### src/rtl/alu_pkg.sv
// Shared ALU definitions: opcode encoding, legality check and datapath widths.
// Imported by the issue stage, the ALU and its reference model.
package alu_pkg;

    localparam int XLEN       = 32;
    localparam int REG_ADDR_W = 5;

    typedef enum logic [3:0] {
        ALU_AND = 4'b0000,
        ALU_OR  = 4'b0001,
        ALU_ADD = 4'b0010,
        ALU_SUB = 4'b0110
    } alu_op_t;

    function automatic logic is_legal_alu_op(input logic [3:0] op);
        case (op)
            ALU_AND, ALU_OR, ALU_ADD, ALU_SUB: return 1'b1;
            default:                           return 1'b0;
        endcase
    endfunction

endpackage

### src/rtl/fwd_mux.sv
// Per-operand forwarding select: EX/MEM over MEM/WB over the default data.
// Register 0 always reads as zero.
module fwd_mux #(
    parameter int XLEN       = alu_pkg::XLEN,
    parameter int REG_ADDR_W = alu_pkg::REG_ADDR_W
) (
    input  logic [REG_ADDR_W-1:0] rs_addr,
    input  logic [XLEN-1:0]       dflt_data,
    input  logic                  exm_reg_write,
    input  logic [REG_ADDR_W-1:0] exm_rd,
    input  logic [XLEN-1:0]       exm_result,
    input  logic                  mwb_reg_write,
    input  logic [REG_ADDR_W-1:0] mwb_rd,
    input  logic [XLEN-1:0]       mwb_result,
    output logic [XLEN-1:0]       data,
    output logic                  hit
);

    always_comb begin
        // NOTE: every output gets a default first so no path leaves it unassigned (no latch).
        data = dflt_data;
        hit  = 1'b0;
        if (rs_addr == '0) begin
            data = '0;
        end else if (exm_reg_write && exm_rd == rs_addr) begin
            data = exm_result;
            hit  = 1'b1;
        end else if (mwb_reg_write && mwb_rd == rs_addr) begin
            data = mwb_result;
            hit  = 1'b1;
        end
    end

endmodule

### src/rtl/alu_issue_stage.sv
// One-entry registered issue stage in front of the ALU: valid/ready handshake,
// RAW forwarding with refresh while stalled, immediate select and illegal-op flag.
module alu_issue_stage #(
    parameter int XLEN       = alu_pkg::XLEN,
    parameter int REG_ADDR_W = alu_pkg::REG_ADDR_W
) (
    input  logic                  clk,
    input  logic                  rst,
    input  logic                  flush,
    input  logic                  dec_valid,
    output logic                  dec_ready,
    input  logic [3:0]            dec_alu_op,
    input  logic [REG_ADDR_W-1:0] dec_rs1_addr,
    input  logic [REG_ADDR_W-1:0] dec_rs2_addr,
    input  logic [XLEN-1:0]       dec_rs1_data,
    input  logic [XLEN-1:0]       dec_rs2_data,
    input  logic [XLEN-1:0]       dec_imm,
    input  logic                  dec_use_imm,
    input  logic [REG_ADDR_W-1:0] dec_rd_addr,
    input  logic                  dec_reg_write,
    input  logic                  exm_reg_write,
    input  logic [REG_ADDR_W-1:0] exm_rd,
    input  logic [XLEN-1:0]       exm_result,
    input  logic                  mwb_reg_write,
    input  logic [REG_ADDR_W-1:0] mwb_rd,
    input  logic [XLEN-1:0]       mwb_result,
    input  logic                  ex_ready,
    output logic                  ex_valid,
    output logic [3:0]            alu_op,
    output logic [XLEN-1:0]       in_a,
    output logic [XLEN-1:0]       in_b,
    output logic [REG_ADDR_W-1:0] ex_rd_addr,
    output logic                  ex_reg_write,
    output logic                  ex_illegal
);

    import alu_pkg::*;

    logic                  valid_q;
    // NOTE: opcode is held as raw bits, not alu_op_t, so illegal encodings pass through intact.
    logic [3:0]            op_q;
    logic [XLEN-1:0]       a_q, b_q;
    logic [REG_ADDR_W-1:0] rs1_q, rs2_q, rd_q;
    logic                  use_imm_q, reg_write_q, illegal_q;

    logic                  accept, stall;
    logic [REG_ADDR_W-1:0] rs1_sel, rs2_sel;
    logic [XLEN-1:0]       a_dflt, b_dflt, a_fwd, b_fwd;
    logic                  a_hit, b_hit;

    assign dec_ready = !valid_q || ex_ready;
    assign accept    = dec_valid && dec_ready && !flush;
    assign stall     = valid_q && !ex_ready;

    // On accept the muxes look at the incoming operand, otherwise at the held one.
    assign rs1_sel = accept ? dec_rs1_addr : rs1_q;
    assign rs2_sel = accept ? dec_rs2_addr : rs2_q;
    assign a_dflt  = accept ? dec_rs1_data : a_q;
    assign b_dflt  = accept ? dec_rs2_data : b_q;

    fwd_mux #(.XLEN(XLEN), .REG_ADDR_W(REG_ADDR_W)) u_fwd_a (
        .rs_addr       (rs1_sel),
        .dflt_data     (a_dflt),
        .exm_reg_write (exm_reg_write),
        .exm_rd        (exm_rd),
        .exm_result    (exm_result),
        .mwb_reg_write (mwb_reg_write),
        .mwb_rd        (mwb_rd),
        .mwb_result    (mwb_result),
        .data          (a_fwd),
        .hit           (a_hit)
    );

    fwd_mux #(.XLEN(XLEN), .REG_ADDR_W(REG_ADDR_W)) u_fwd_b (
        .rs_addr       (rs2_sel),
        .dflt_data     (b_dflt),
        .exm_reg_write (exm_reg_write),
        .exm_rd        (exm_rd),
        .exm_result    (exm_result),
        .mwb_reg_write (mwb_reg_write),
        .mwb_rd        (mwb_rd),
        .mwb_result    (mwb_result),
        .data          (b_fwd),
        .hit           (b_hit)
    );

    always_ff @(posedge clk) begin
        // NOTE: state is updated with non-blocking assignments so every register samples pre-edge values.
        if (rst || flush) begin
            valid_q     <= 1'b0;
            op_q        <= '0;
            a_q         <= '0;
            b_q         <= '0;
            rs1_q       <= '0;
            rs2_q       <= '0;
            rd_q        <= '0;
            use_imm_q   <= 1'b0;
            reg_write_q <= 1'b0;
            illegal_q   <= 1'b0;
        end else if (accept) begin
            valid_q     <= 1'b1;
            op_q        <= dec_alu_op;
            a_q         <= a_fwd;
            b_q         <= dec_use_imm ? dec_imm : b_fwd;
            rs1_q       <= dec_rs1_addr;
            rs2_q       <= dec_rs2_addr;
            rd_q        <= dec_rd_addr;
            use_imm_q   <= dec_use_imm;
            reg_write_q <= dec_reg_write;
            illegal_q   <= !is_legal_alu_op(dec_alu_op);
        end else if (stall) begin
            // Capture a late producer now so the value outlives its forward window.
            if (a_hit) begin
                a_q <= a_fwd;
            end
            if (b_hit && !use_imm_q) begin
                b_q <= b_fwd;
            end
        end else if (valid_q && ex_ready) begin
            valid_q <= 1'b0;
        end
    end

    assign ex_valid     = valid_q;
    assign alu_op       = op_q;
    assign in_a         = a_q;
    assign in_b         = b_q;
    assign ex_rd_addr   = rd_q;
    assign ex_reg_write = reg_write_q;
    assign ex_illegal   = illegal_q;

endmodule

### config.mk
export PLATFORM = sky130hd
export DESIGN_NAME = alu_issue_stage
export DESIGN_NICKNAME = d
export VERILOG_FILES = /design/src/rtl/alu_pkg.sv /design/src/rtl/fwd_mux.sv /design/src/rtl/alu_issue_stage.sv
export SDC_FILE = /design/constraint.sdc
export NUM_CORES = 1
export LEC_CHECK = 0
export ABC_AREA = 1
export CORE_ASPECT_RATIO = 0.75
export CORE_MARGIN = 2
export CORE_UTILIZATION = 29
export CTS_CLUSTER_DIAMETER = 50
export DETAILED_ROUTE_END_ITERATION = 7
export GPL_ROUTABILITY_DRIVEN = 0
export PLACE_DENSITY_LB_ADDON = 0.15
export SLEW_MARGIN = 40
export SYNTH_ARGS = -nofsm -noshare
export SYNTH_HDL_FRONTEND = slang
export SYNTH_HIERARCHICAL = 1
export SYNTH_SLANG_ARGS = --single-unit
### constraint.sdc
create_clock -name clk -period 3.26 [get_ports clk]
set_input_delay 0.978 -clock clk [delete_from_list [all_inputs] [get_ports clk]]
set_output_delay 0.978 -clock clk [all_outputs]
set_load 0.005 [all_outputs]
==> results by group <==
Setup path
  – Setup Crit Path Kind: primary input to flip-flop
  – Critical path cell sequence: dlygate4sd2_1, nor2_4, nand2_8, buf_4, nand2_1, o21ai_1, buf_4, inv_4, inv_2, nand2_1, nand2_1, nor2_2, nand3_2, buf_4, buf_8, nor2_1, nor2_1, nand2_1, inv_1, o21ai_0, nor2_1
  – Crit path largest cell delay: 260 ps
  – Startpoint types: primary input
  – Critical path required time: 3510 ps
  – Worst r2r dst: in_b[13]
  – R2R cell count: 19
  – CP most frequent cell: nand2_1
  – Max Fanout on Critical Path: 36
  – Critical Path End Type: flip-flop
  – Data arrival, critical path: 3370 ps
  – Origin of the critical flop-to-flop path: ex_valid
  – Slowest cell on crit path: dlygate4sd2_1
  – Worst R2R Setup Slack: 780 ps

Route
  – DRC Markers: 0
  – Pre-Repair DR Iteration Count: 6
  – Via count: 9148
  – WL/cell: 17.0 um
  – Routed WL: 33000 um
  – Vias per cell: 4.70
  – DRT iter0 DRCs: 1101
  – ANT nets after route: 0

Hold path
  – Worst hold endpoint: ex_reg_write
  – WHS Path Cells: 2
  – Hold_sp: ex_reg_write
  – Tightest Hold Check Type: flip-flop to flip-flop

Pwr
  – Internal: 2.29 mW
  – Leakage: 5.49 nW
  – Power share of the clock group: 0.309
  – NetSw: 1.18 mW
  – Flop pwr share: 0.324
  – Pwr/cell area: 311 nW/um^2
  – Switching Fraction: 0.339
  – Comb power frac: 0.366
  – VDD IR max: 0.215 mV

STA
  – Slew HR: 0.530
  – RSZ-0062 raised after global routing: false
  – Hold_ws: 465 ps
  – Fin crit period: 3120 ps
  – Final period util: 0.958
  – Worst Max-Slew Pin Slew: 704 ps
  – Endpoints failing setup: 0
  – Max Clk Rate: 0.320 GHz
  – Hold Fails Final Rpt: 0
  – Worst Setup Slack, final: 138 ps
  – Clock Skew: 8.49 ps
  – Slew Limit Fails: 0

Global routing
  – Vias in the first global route: 8410
  – Antenna violations before repair: 3
  – Grt ovf: 0
  – Tot GR Track Use: 0.250
  – First-pass GRT wire length: 50100 um
  – Largest net degree at the start of global routing: 78

Yosys
  – Post-synth top area share: 0.241
  – Post-synth net total: 1540
  – Cell with the most instances after synthesis: nor2_1
  – Synth Flop Type: dfxtp_1
  – Share of flip-flops with an asynchronous set or reset: 0
  – Sequential-to-total area share from yosys stat: 0.241
  – Post-synth EDFFs: 0
  – Cell area after synthesis: 7230 sq um
  – Cells after synthesis: 1342
  – Synth unique cells: 22
  – Syn_area_per_cell: 5.39 sq um
  – Yosys warning count: 6
  – Largest cells by area after synthesis: dfxtp_1 24%, nor2_1 16%, nand2_1 14%, nand3_1 12%, inv_1 9.1%
  – Commonest cells post-synth: 313 x nor2_1, 278 x nand2_1, 176 x inv_1, 174 x nand3_1, 96 x nand4_1
  – Leading area contributor after synthesis: dfxtp_1
  – Flops & latches, synth: 87

Placed design
  – Port buffer count: 274
  – Post-DP HPWL: 25100 um
  – Setup Slack @ Placement: -541 ps
  – Placed cells: 1921

Final layout
  – # nets final: 1808
  – Fillers: 2613
  – Ratio of cells with drive above 1 in the final layout: 0.0985
  – Area Growth Syn to Fin: 54.7%
  – Non-filler instance count after layout: 1948
  – Final Core Density: 0.462

Clock network
  – Root buf cell: clkbuf_16
  – CTS tree: done
  – Number of CTS-inserted buffers: 9
  – Clock sinks: 87
  – Clk_lat worst skew: 360 ps
  – Hold buffers post-CTS: 0
  – H-tree levels: 3
  – Clock transition at the registers of the reported paths: 70 ps
  – Max clock buf depth: 2

Floorplan
  – Die height: 141 um
  – DIE WIDTH: 186 um
  – # IOs: 275
  – Die Area: 26200 sq um
  – Num rows: 49
  – Core Area: 24200 sq um
  – Initial Util: 0.298

Run status
  – Outcome: finished, final reports clean

Flow run
  – Max Cap Viol: 0
worst max-delay path by stage:
stage / from / endpoint / slack [ps] / cells past startpoint
5_1_grt: dec_valid / in_a[7] / 2 / 22
3_5_place_dp: dec_valid / in_a[22] / -540 / 22
2_1_floorplan: ex_ready / in_b[0] / 4 / 22
4_1_cts: ex_ready / in_b[5] / 6 / 22
6_report: flush / in_a[13] / 140 / 21
3_3_place_gp: dec_valid / in_a[12] / -470 / 21
layer usage:
metal	vias up	global-route usage	wire (um)
li1	4768	-	-
met1	3963	0.393	16700
met2	394	0.330	12500
met3	23	0.0690	3410
met4	0	0.0493	452
met5	-	0	0
state kept, by name, summed over array words and instances (netlist names):
register	flops
in_a	32
in_b	32
ex_rd_addr	5
rs1_q	5
rs2_q	5
alu_op	4
ex_illegal	1
ex_reg_write	1
ex_valid	1
use_imm_q	1
power by group through the flow:
stage          clock (mW)  sequential (mW)  combinational [mW]
2_1_floorplan           0             1.15               0.598
3_3_place_gp            0             1.15                1.20
3_5_place_dp            0             1.15                1.20
4_1_cts              1.10             1.13                1.25
5_1_grt              1.14             1.13                1.40
6_report             1.07             1.13                1.27
critical path: cells and delay by family:
kind | cells | cell delay (ps)
buffers and inverters | 8 | 1040
AOI/OAI and AO/OA | 2 | 200
and+or+nand+nor | 11 | 1110
layout by cell type (no fill, tap or decap), types with 14 or more instances in the layout:
cell,synthesis,layout
buf_4,1,61
inv_2,11,14
dfxtp_1,87,87
o21ai_0,37,19
nand4_1,96,96
inv_1,176,171
o21ai_1,6,21
nand3_1,174,172
nand2_1,278,273
a21oi_1,47,45
nor2_1,313,296
nor2_2,2,18
clkdlybuf4s50_1,0,270
logic make-up (layout without fill, tap and decap cells):
kind of cell           count (synthesis)  in the layout  share of synthesized area
AND/OR/NAND/NOR                      876            877                      0.529
flip-flops                            87             87                      0.241
other                                  0              2                          0
buffers and inverters                289            561                      0.168
AO/OA/AOI/OAI                         90             90                     0.0623
metrics by stage:
step	cell area [sq um]	total power [mW]	TNS, ps
floorplan	7230	1.75	0
global placement	10600	2.35	-25170
CTS	11100	3.48	0
finish	11200	3.47	0
global route	11200	3.67	0
detailed placement	10600	2.35	-29820
repair_timing:
action                     CTS  global route
gates resized for setup     39            32
pin swaps                   10            10
buffers inserted             6             0
gates cloned                 3             0
setup endpoints to repair   52            64
layout make-up:
type                    instances  area, sq um  area share
diodes                          2         5.00    0.000448
clock buffers                   9          225      0.0201
clock inverters                 7         72.6     0.00649
inverters                     187          707      0.0632
multi-input cells             967         4420       0.395
flip-flops and latches         87         1740       0.156
well taps                     331          414      0.0370
repair buffers                358         3590       0.322
No activity file was read; power rests on OpenSTA's default activity.
